===== config.mk =====
export PLATFORM = sky130hd
export DESIGN_NAME = uart_delay_cfg_sched
export DESIGN_NICKNAME = d
export VERILOG_FILES = /design/src/rtl/uart_delay_cfg_sched.sv
export SDC_FILE = /design/constraint.sdc
export NUM_CORES = 1
export LEC_CHECK = 0
export CAP_MARGIN = 40
export CORE_UTILIZATION = 30
export CTS_BUF_LIST = sky130_fd_sc_hd__clkbuf_4 sky130_fd_sc_hd__clkbuf_8
export CTS_CLUSTER_DIAMETER = 80
export DETAILED_ROUTE_END_ITERATION = 8
export DONT_BUFFER_PORTS = 1
export PLACE_DENSITY = 0.54
export SETUP_SLACK_MARGIN = 0.4
export SLEW_MARGIN = 20
export SYNTH_ARGS = -nofsm -noshare
export SYNTH_HDL_FRONTEND = slang
export SYNTH_SLANG_ARGS = --single-unit

===== constraint.sdc =====
create_clock -name I_clk_10M -period 3.7 [get_ports I_clk_10M]
set_clock_uncertainty 0.05 [all_clocks]
set_input_delay 0.925 -clock I_clk_10M [delete_from_list [all_inputs] [get_ports I_clk_10M]]
set_output_delay 0.925 -clock I_clk_10M [all_outputs]
set_load 0.02 [all_outputs]

===== src/rtl/uart_delay_cfg_sched.sv =====
// uart_delay_cfg_sched
//   Round-robin scheduler sharing one UART delay-configuration link between
//   four DAC-port requesters. Each request latches a 24-bit delay as pending;
//   the scheduler formats one 64-bit configuration word at a time and drives
//   the UART_TX_DATA data/valid/ready handshake.
//
// Ports
//   I_clk_10M     : single 10 MHz clock
//   I_rst_n       : asynchronous active-low reset
//   I_awg_id      : AWG ID placed in the frame, sampled at grant
//   I_req[3:0]    : per-port request strobe (bit i = port i+1)
//   I_delay_p1..4 : per-port delay, sampled with the matching I_req bit
//   I_tx_ready    : UART_TX_DATA idle / able to accept
//   O_data        : {HEADER, awg_id, port, delay}
//   O_data_valid  : frame valid, held until accepted
//   O_ack[3:0]    : one-cycle pulse on the port whose frame was accepted
//   O_err         : one-cycle pulse when a frame is abandoned on timeout
//   O_busy        : high whenever the scheduler is not idle
//   O_pending[3:0]: per-port pending flags
module uart_delay_cfg_sched #(
   parameter logic [31:0] HEADER      = 32'h02002000,
   parameter int unsigned GAP_CYC     = 16,
   parameter int unsigned TIMEOUT_CYC = 64
) (
   input  logic        I_clk_10M,
   input  logic        I_rst_n,
   input  logic [3:0]  I_awg_id,
   input  logic [3:0]  I_req,
   input  logic [23:0] I_delay_p1,
   input  logic [23:0] I_delay_p2,
   input  logic [23:0] I_delay_p3,
   input  logic [23:0] I_delay_p4,
   input  logic        I_tx_ready,
   output logic [63:0] O_data,
   output logic        O_data_valid,
   output logic [3:0]  O_ack,
   output logic        O_err,
   output logic        O_busy,
   output logic [3:0]  O_pending
);

   typedef enum logic [2:0] {
      ST_IDLE      = 3'd0,
      ST_SEND      = 3'd1,
      ST_WAIT_BUSY = 3'd2,
      ST_WAIT_DONE = 3'd3,
      ST_GAP       = 3'd4
   } state_t;

   localparam logic [7:0] GAP_LAST = 8'(GAP_CYC - 1);
   localparam logic [9:0] TO_LAST  = 10'(TIMEOUT_CYC - 1);

   state_t      state_q, state_d;
   logic [3:0]  pending_q, pending_d;
   logic [23:0] delay_q [4];
   logic [23:0] delay_d [4];
   logic [23:0] delay_in [4];
   logic [1:0]  last_grant_q, last_grant_d;
   logic [63:0] data_q, data_d;
   logic        valid_q, valid_d;
   logic [3:0]  ack_q, ack_d;
   logic        err_q, err_d;
   logic [7:0]  gap_cnt_q, gap_cnt_d;
   logic [9:0]  to_cnt_q, to_cnt_d;

   logic        win_vld;
   logic [1:0]  win_idx;
   logic [3:0]  port_num;
   logic [3:0]  grant_mask;
   logic [3:0]  pend_clr;
   logic [3:0]  pend_set;

   // Round-robin pick: search starts one past the last grant and wraps.
   // Returns {found, index}.
   function automatic logic [2:0] rr_pick(input logic [3:0] pend,
                                          input logic [1:0] last);
      logic [2:0] res;
      logic [1:0] idx;
      res = 3'b000;
      for (int k = 1; k <= 4; k++) begin
         idx = last + 2'(k);
         if (!res[2] && pend[idx]) begin
            res = {1'b1, idx};
         end
      end
      return res;
   endfunction

   assign delay_in[0] = I_delay_p1;
   assign delay_in[1] = I_delay_p2;
   assign delay_in[2] = I_delay_p3;
   assign delay_in[3] = I_delay_p4;

   assign {win_vld, win_idx} = rr_pick(pending_q, last_grant_q);
   assign port_num           = {2'b00, win_idx} + 4'd1;
   assign grant_mask         = 4'b0001 << last_grant_q;

   // State register
   always_ff @(posedge I_clk_10M or negedge I_rst_n) begin
      if (!I_rst_n) begin
         state_q <= ST_IDLE;
      end else begin
         state_q <= state_d;
      end
   end

   // Next-state logic
   always_comb begin
      state_d = state_q;
      case (state_q)
         ST_IDLE:      if (win_vld) state_d = ST_SEND;
         ST_SEND:      if (I_tx_ready) state_d = ST_WAIT_BUSY;
         ST_WAIT_BUSY: begin
            if (!I_tx_ready) begin
               state_d = ST_WAIT_DONE;
            end else if (to_cnt_q == TO_LAST) begin
               state_d = ST_GAP;
            end
         end
         ST_WAIT_DONE: if (I_tx_ready) state_d = ST_GAP;
         ST_GAP:       if (gap_cnt_q == GAP_LAST) state_d = ST_IDLE;
         default:      state_d = ST_IDLE;
      endcase
   end

   // Output / datapath logic
   always_comb begin
      data_d       = data_q;
      valid_d      = valid_q;
      ack_d        = 4'b0000;
      err_d        = 1'b0;
      last_grant_d = last_grant_q;
      gap_cnt_d    = gap_cnt_q;
      to_cnt_d     = to_cnt_q;
      pend_clr     = 4'b0000;
      pend_set     = 4'b0000;

      case (state_q)
         ST_IDLE: begin
            if (win_vld) begin
               data_d       = {HEADER, I_awg_id, port_num, delay_q[win_idx]};
               valid_d      = 1'b1;
               last_grant_d = win_idx;
            end
         end
         ST_SEND: begin
            if (I_tx_ready) begin
               valid_d  = 1'b0;
               ack_d    = grant_mask;
               pend_clr = grant_mask;
               to_cnt_d = 10'd0;
            end
         end
         ST_WAIT_BUSY: begin
            // The UART never went busy: give up and requeue the port so the
            // frame is retried later with whatever delay it holds by then.
            if (I_tx_ready) begin
               if (to_cnt_q == TO_LAST) begin
                  err_d     = 1'b1;
                  pend_set  = grant_mask;
                  gap_cnt_d = 8'd0;
               end else begin
                  to_cnt_d = to_cnt_q + 10'd1;
               end
            end
         end
         ST_WAIT_DONE: begin
            if (I_tx_ready) gap_cnt_d = 8'd0;
         end
         ST_GAP: begin
            if (gap_cnt_q != GAP_LAST) gap_cnt_d = gap_cnt_q + 8'd1;
         end
         default: ;
      endcase

      // A new request on the accept edge wins over the clear.
      pending_d = (pending_q & ~pend_clr) | pend_set | I_req;
      for (int i = 0; i < 4; i++) begin
         delay_d[i] = I_req[i] ? delay_in[i] : delay_q[i];
      end
   end

   // Datapath registers
   always_ff @(posedge I_clk_10M or negedge I_rst_n) begin
      if (!I_rst_n) begin
         pending_q    <= 4'b0000;
         last_grant_q <= 2'd3;
         data_q       <= 64'd0;
         valid_q      <= 1'b0;
         ack_q        <= 4'b0000;
         err_q        <= 1'b0;
         gap_cnt_q    <= 8'd0;
         to_cnt_q     <= 10'd0;
         for (int i = 0; i < 4; i++) begin
            delay_q[i] <= 24'd0;
         end
      end else begin
         pending_q    <= pending_d;
         last_grant_q <= last_grant_d;
         data_q       <= data_d;
         valid_q      <= valid_d;
         ack_q        <= ack_d;
         err_q        <= err_d;
         gap_cnt_q    <= gap_cnt_d;
         to_cnt_q     <= to_cnt_d;
         for (int i = 0; i < 4; i++) begin
            delay_q[i] <= delay_d[i];
         end
      end
   end

   assign O_data       = data_q;
   assign O_data_valid = valid_q;
   assign O_ack        = ack_q;
   assign O_err        = err_q;
   assign O_busy       = (state_q != ST_IDLE);
   assign O_pending    = pending_q;

endmodule


==> results of run 1 <==
[timing repair]
action                     CTS  global route
setup endpoints to repair    0             6
gates resized for setup      0             2
hold buffers                 0             0
[critical path, cell delays in order, from the launching register on]
cell and delay, ns:
dfstp_2 0.67, inv_2 0.10, ha_1 0.43, mux4_2 0.54, a21oi_1 0.19, o22a_4 0.25
buf_6 0.30, mux2i_1 0.27, o211ai_1 0.12
[synth_stat cells (all sizes together), types with 2 or more instances]
cell type	n
o2111ai	3
a22oi	2
or2	2
a311oi	49
dfrtp	159
ha	7
nand2	107
nor2b	3
and3	4
nor2	24
nor3b	4
buf	58
nor3	2
a221o	3
o21ai	16
nand3	3
or3	5
nand2b	4
mux2i	51
and2	4
dfstp	2
a21oi	7
nand4	4
o211ai	24
inv	9
mux2	100
clkbuf	32
xor2	10
[per-stage QoR]
stage	hold WS, ns	total power, mW	setup WS (ns)	instance area, µm²	utilization, %
after global routing	0.05702	7.412	0.4613	8676	33.01
final	0.1012	6.907	0.6433	8676	33.01
after floorplan	0.4206	5.064	0.8061	8229	-
after global placement	0.4385	5.562	0.6254	8257	31.42
after CTS	0.05313	6.970	0.5251	8631	32.84
after detailed placement	0.4446	5.643	0.5481	8257	31.42
[kinds of logic (layout without fill, tap and decap cells)]
| logic type | count (synthesis) | in the layout | share of synthesized area [%] |
|---|---|---|---|
| AO/OA/AOI/OAI | 113 | 113 | 11.18 |
| XOR/XNOR | 11 | 11 | 1.187 |
| adder cells (fa/ha/maj) | 7 | 7 | 1.079 |
| buffers and inverters | 99 | 55 | 6.891 |
| flip-flops | 161 | 161 | 49.67 |
| multiplexers | 152 | 152 | 20.44 |
| other | 1 | 32 | 0.04620 |
| AND/OR/NAND/NOR | 171 | 171 | 9.511 |
[layer usage]
layer  vias up  wire [µm]  part of all wire, %
met5         -         13                0.063
met4         2        254                  1.2
met1      2668       9253                   45
li1       2460          -                    -
met2       151       9638                   47
met3        12       1418                  6.9
[power by group]
group / switching, mW / total [mW] / internal, mW / leakage (nW)
Combinational: 1.75 / 2.92 / 1.17 / 1.56
Clock: 0.796 / 1.30 / 0.501 / 0.184
Sequential: 0.548 / 2.69 / 2.14 / 1.94
Total: 3.10 / 6.91 / 3.81 / 3.68
[state kept, by name, indices dropped and copies added, names as in the netlist]
name          cells
O_ack             4
O_data           32
O_data_valid      1
O_err             1
O_pending         4
delay_q          96
gap_cnt_q         8
last_grant_q      2
state_q           3
to_cnt_q         10
[cell usage in the layout, fill, tap and decap left out, types with 4 or more instances in the layout]
cell / n
a21oi_1: 7
a311oi_1: 48
and2_1: 4
and3_1: 4
buf_4: 9
clkbuf_8: 17
conb_1: 31
dfrtp_1: 159
ha_1: 7
inv_1: 5
inv_2: 4
inv_6: 6
inv_8: 5
mux2_2: 99
mux2i_1: 51
nand2_1: 105
nand2b_1: 4
nand4_1: 4
nor2_1: 23
nor3b_1: 4
o211ai_1: 24
o21ai_0: 4
o21ai_1: 11
or3_1: 5
xor2_1: 10
[path summary, 6_finish.rpt]
path / from / to / slack (ns) / cells past startpoint
max: last_grant_q[1]$_DFFE_PN1P_ / O_data[18]$_DFFE_PN0P_ / 0.64 / 8
min: I_rst_n / state_q[2]$_DFFE_PN0P_ / 0.10 / 0
max reg2reg: last_grant_q[1]$_DFFE_PN1P_ / O_data[18]$_DFFE_PN0P_ / 0.64 / 8
min reg2reg: delay_q[7]$_DFFE_PN0P_ / delay_q[7]$_DFFE_PN0P_ / 0.46 / 1
max in group asynchronous: I_rst_n / delay_q[70]$_DFFE_PN0P_ / 3.06 / 0
min in group I_clk_10M: delay_q[7]$_DFFE_PN0P_ / delay_q[7]$_DFFE_PN0P_ / 0.46 / 1
[area by class of cell]
| type | instances | area, µm² | area share (%) |
|---|---|---|---|
| multi-input combinational | 485 | 3670 | 42.30 |
| sequential | 161 | 4031 | 46.47 |
| inverter | 9 | 33.78 | 0.3894 |
| tap | 335 | 419.2 | 4.831 |
| antenna | 1 | 2.502 | 0.02884 |
| timing repair buffer | 14 | 145.1 | 1.673 |
| clock buffer | 17 | 234.0 | 2.697 |
| clock inverter | 15 | 140.1 | 1.615 |
==> metrics.yaml, run 1 <==
met2_usage_pct: 24.33
die_h_um: 166.5
numPortBuffers: 0
cts_setup_buffers: 0
viasPerCell: 5.104
final_cells: 1037
clockBufferDepth: 2
dp.cells: 1002
violations: "DRC"
die_area_um2: 27720
cp-start-kind: "flip-flop"
period_needed_ns: 3.057
place.gp.congestion: 0.7462
critPathArrivalTime_ns: 3.34
grt_use_met3_pct: 4.729
fmax_mhz: 327.2
synth_cell_type_count: 53
required_ns: 3.99
cts_tree: "yes"
drc: 11
globalRouteMet1Util_pct: 20.78
ir_worst_vdd_mv: 0.3586
drv_slew: 0
syn_inst: 715
gr-total-overflow: 0
clock-sinks: 161
grt_max_degree: 162
grt_pass1_wl_um: 33040
h-tree-depth: 4
outcome: "finished with violations"
io_pins: 182
netlist_area_um2: 8117
period_share_pct: 82.61
insertion_delay_ns: 0.46
cp_max_fo: 23
worstSetupEndpointType: "flip-flop"
p_per_area_nw_per_um2: 796.1
wire_per_inst_um: 19.84
setup_viol: 0
drv_cap: 0
synth_area_leaders: "dfrtp_1 (49%), mux2_2 (14%), mux2i_1 (6.3%), a311oi_1 (5.2%), nand2_1 (4.9%)"
syn2layout_area_growth_pct: 6.891
synth_seq_area_share_pct: 49.67
synth_edf_count: 0
drive_above_1_share_pct: 23.40
core_um2: 26280
drt_pass1_iterations: 9
synth_top_area_share_pct: 49.02
start_util_pct: 30.88
grt_pass1_vias: 5420
drtIter0Drc: 320
synthArstFlopShare_pct: 100.0
synth_top_area_cell: "dfrtp_1"
std_cell_rows: 59
worst_slew_pin_slew_ns: 0.7022
synth_area_per_cell_um2: 11.35
num-fill-cells: 2651
grt_usage_pct: 15.52
top_usage_layer: "met2"
place_hpwl_um: 13330
synth-seq-cells: 161
yosysWarnings: 0
grt_setup_unrepaired: "no"
hold_viol: 0
leakage_nw: 3.682
wirelength_um: 20580
path_clk_slew_ns: 0.11
cts_buffers: 17
fin_tns_setup_ns: 0
antenna_found_initial: 2
synthFlopType: "dfrtp_1"
vias: 5293
final_nets: 802
relSlewSlack_pct: 52.83
cts_root_buf: "clkbuf_8"
critical_path_class: "flip-flop to flip-flop"
worst_hold_path_type: "input pin to asynchronous set/reset pin"
fp.dieW_um: 166.5
detail-route-antenna-nets: 0
Note: power is estimated with default switching activity, not from simulation.
==> run 2: changes to the inputs <==
==> constraint.sdc (replaced) <==
create_clock -name I_clk_10M -period 3 [get_ports I_clk_10M]
set_clock_uncertainty 0.05 [all_clocks]
set_input_delay 0.75 -clock I_clk_10M [delete_from_list [all_inputs] [get_ports I_clk_10M]]
set_output_delay 0.75 -clock I_clk_10M [all_outputs]
set_load 0.02 [all_outputs]
==> metrics.yaml, run 2 (same netlist as run 1, synthesis figures left out) <==
io_pins: 182  # unchanged
relSlewSlack_pct: 49.21  # was 52.83%
clock-sinks: 161  # unchanged
period_needed_ns: 2.606  # was 3.057 ns
drive_above_1_share_pct: 26.09  # was 23.40%
grt_pass1_vias: 5550  # was 5420
leakage_nw: 3.727  # was 3.682 nW
numPortBuffers: 0  # unchanged
h-tree-depth: 4  # unchanged
detail-route-antenna-nets: 0  # unchanged
largest_register_ffs: 96  # unchanged
viasPerCell: 5.122  # was 5.104
std_cell_rows: 59  # unchanged
postLayoutCellArea_um2: 8875  # was 8676 µm²
fp.dieW_um: 166.5  # unchanged
final_cell_mix: "dfrtp_1 (159), nand2_1 (105), mux2_2 (99), mux2i_1 (47), a311oi_1 (43)"  # was dfrtp_1 (159), nand2_1 (105), mux2_2 (99), mux2i_1 (51), a311oi_1 (48)
outcome: "finished with violations"  # unchanged
grt_pass1_wl_um: 32930  # was 33040 µm
place.gp.congestion: 0.7538  # was 0.7462
cp-start-kind: "flip-flop"  # unchanged
antenna_found_initial: 2  # unchanged
worst_hold_path_type: "input pin to asynchronous set/reset pin"  # unchanged
syn2layout_area_growth_pct: 9.342  # was 6.891%
globalRouteMet1Util_pct: 20.16  # was 20.78%
cts_buffers: 17  # unchanged
drc: 28  # was 11
violations: "DRC, hold timing"  # was DRC
vias: 5353  # was 5293
drtIter0Drc: 301  # was 320
drv_slew: 0  # unchanged
cts_tree: "yes"  # unchanged
worstSetupEndpointType: "flip-flop"  # unchanged
drv_cap: 0  # unchanged
hold_viol: 106  # was 0
place_hpwl_um: 13130  # was 13330 µm
multiInputGateArea_um2: 3756  # was 3670 µm²
worst_slew_pin_slew_ns: 0.7560  # was 0.7022 ns
top_register: "delay_q"  # unchanged
top_usage_layer: "met2"  # unchanged
setup_viol: 0  # unchanged
fin_tns_setup_ns: 0  # unchanged
grt_use_met3_pct: 5.014  # was 4.729%
die_h_um: 166.5  # unchanged
period_share_pct: 86.88  # was 82.61%
grt_usage_pct: 15.38  # was 15.52%
die_area_um2: 27720  # unchanged
regArea_um2: 4031  # unchanged
drt_pass1_iterations: 8  # was 9
cts_root_buf: "clkbuf_8"  # unchanged
final_common_cell: "dfrtp_1"  # unchanged
gr-total-overflow: 0  # unchanged
cp_max_fo: 12  # was 23
fmax_mhz: 383.7  # was 327.2 MHz
ir_worst_vdd_mv: 0.4083  # was 0.3586 mV
grt_setup_unrepaired: "yes"  # was no
p_per_area_nw_per_um2: 1020  # was 796.1 nW/µm²
wirelength_um: 20830  # was 20580 µm
start_util_pct: 30.88  # unchanged
clockBufferDepth: 2  # unchanged
grt_max_degree: 162  # unchanged
required_ns: 3.30  # was 3.99 ns
num-fill-cells: 2679  # was 2651
critical_path_class: "flip-flop to flip-flop"  # unchanged
core_um2: 26280  # unchanged
path_clk_slew_ns: 0.11  # about the same
hold_ws_ns: -0.07370  # was 0.1012 ns
met2_usage_pct: 24.39  # was 24.33%
insertion_delay_ns: 0.46  # about the same
final_nets: 810  # was 802
p_total_mw: 9.050  # was 6.907 mW
postPlaceCellArea_um2: 8354  # was 8257 µm²
critPathArrivalTime_ns: 2.90  # was 3.34 ns
wire_per_inst_um: 19.93  # was 19.84 µm
-- run 2: layout make-up --
| type | instances | area share (%) |
|---|---|---|
| inverter | 9 | 0.4652 |
| clock inverter | 15 | 1.692 |
| antenna | 1 | 0.02820 |
| sequential | 161 | 45.43 |
| tap | 335 | 4.723 |
| clock buffer | 17 | 2.636 |
| timing repair buffer | 22 | 2.707 |
| multi-input combinational | 485 | 42.32 |
-- run 2: final timing paths --
| check | slack [ns] | startpoint | depth (start not counted) | endpoint |
|---|---|---|---|---|
| max in group asynchronous | 2.60 | I_rst_n | 0 | O_data[22]$_DFFE_PN0P_ |
| setup / recovery | 0.39 | last_grant_q[1]$_DFFE_PN1P_ | 8 | O_data[2]$_DFFE_PN0P_ |
| min in group I_clk_10M | 0.35 | I_req[0] | 1 | O_pending[0]$_DFF_PN0_ |
| hold / removal | -0.07 | I_rst_n | 0 | gap_cnt_q[2]$_DFFE_PN0P_ |
| hold reg to reg | 0.46 | delay_q[93]$_DFFE_PN0P_ | 1 | delay_q[93]$_DFFE_PN0P_ |
| setup reg to reg | 0.39 | last_grant_q[1]$_DFFE_PN1P_ | 8 | O_data[2]$_DFFE_PN0P_ |
-- run 2: what timing repair did --
item	CTS	global route
gates cloned	0	1
hold endpoints to repair	159	159
pin swaps	1	4
setup buffers	1	2
setup endpoints to repair	21	23
gates resized for setup	1	15
-- run 2: through the flow --
stage	worst slack (ns)	util, %	instances
after floorplan	0.2462	-	745
after global placement	0.3602	31.79	1008
after detailed placement	0.2508	31.79	1008
after CTS	0.3815	33.29	1041
after global routing	0.3233	33.76	1044
final	0.3937	33.77	1045
-- run 2: per-layer routing --
layer / part of all wire [%] / routed length (µm) / vias to the layer above
li1: - / - / 2471
met1: 46 / 9630 / 2736
met2: 47 / 9704 / 129
met3: 6.1 / 1275 / 13
met4: 0.93 / 194 / 4
met5: 0.11 / 22 / -
-- run 2: where the power goes --
group	switching (mW)	internal [mW]	leakage (nW)	total, mW
Clock	0.981	0.616	0.179	1.60
Combinational	2.36	1.79	1.61	4.15
Sequential	0.660	2.64	1.94	3.30
Total	4.00	5.05	3.73	9.05
-- run 2: worst max-delay path, cell delays in order (launching register included) --
cell	delay [ns]
dfstp_2	0.56
inv_4	0.05
ha_4	0.29
mux4_2	0.52
o21a_1	0.21
o22a_4	0.29
buf_12	0.18
mux2i_2	0.21
o211ai_1	0.10
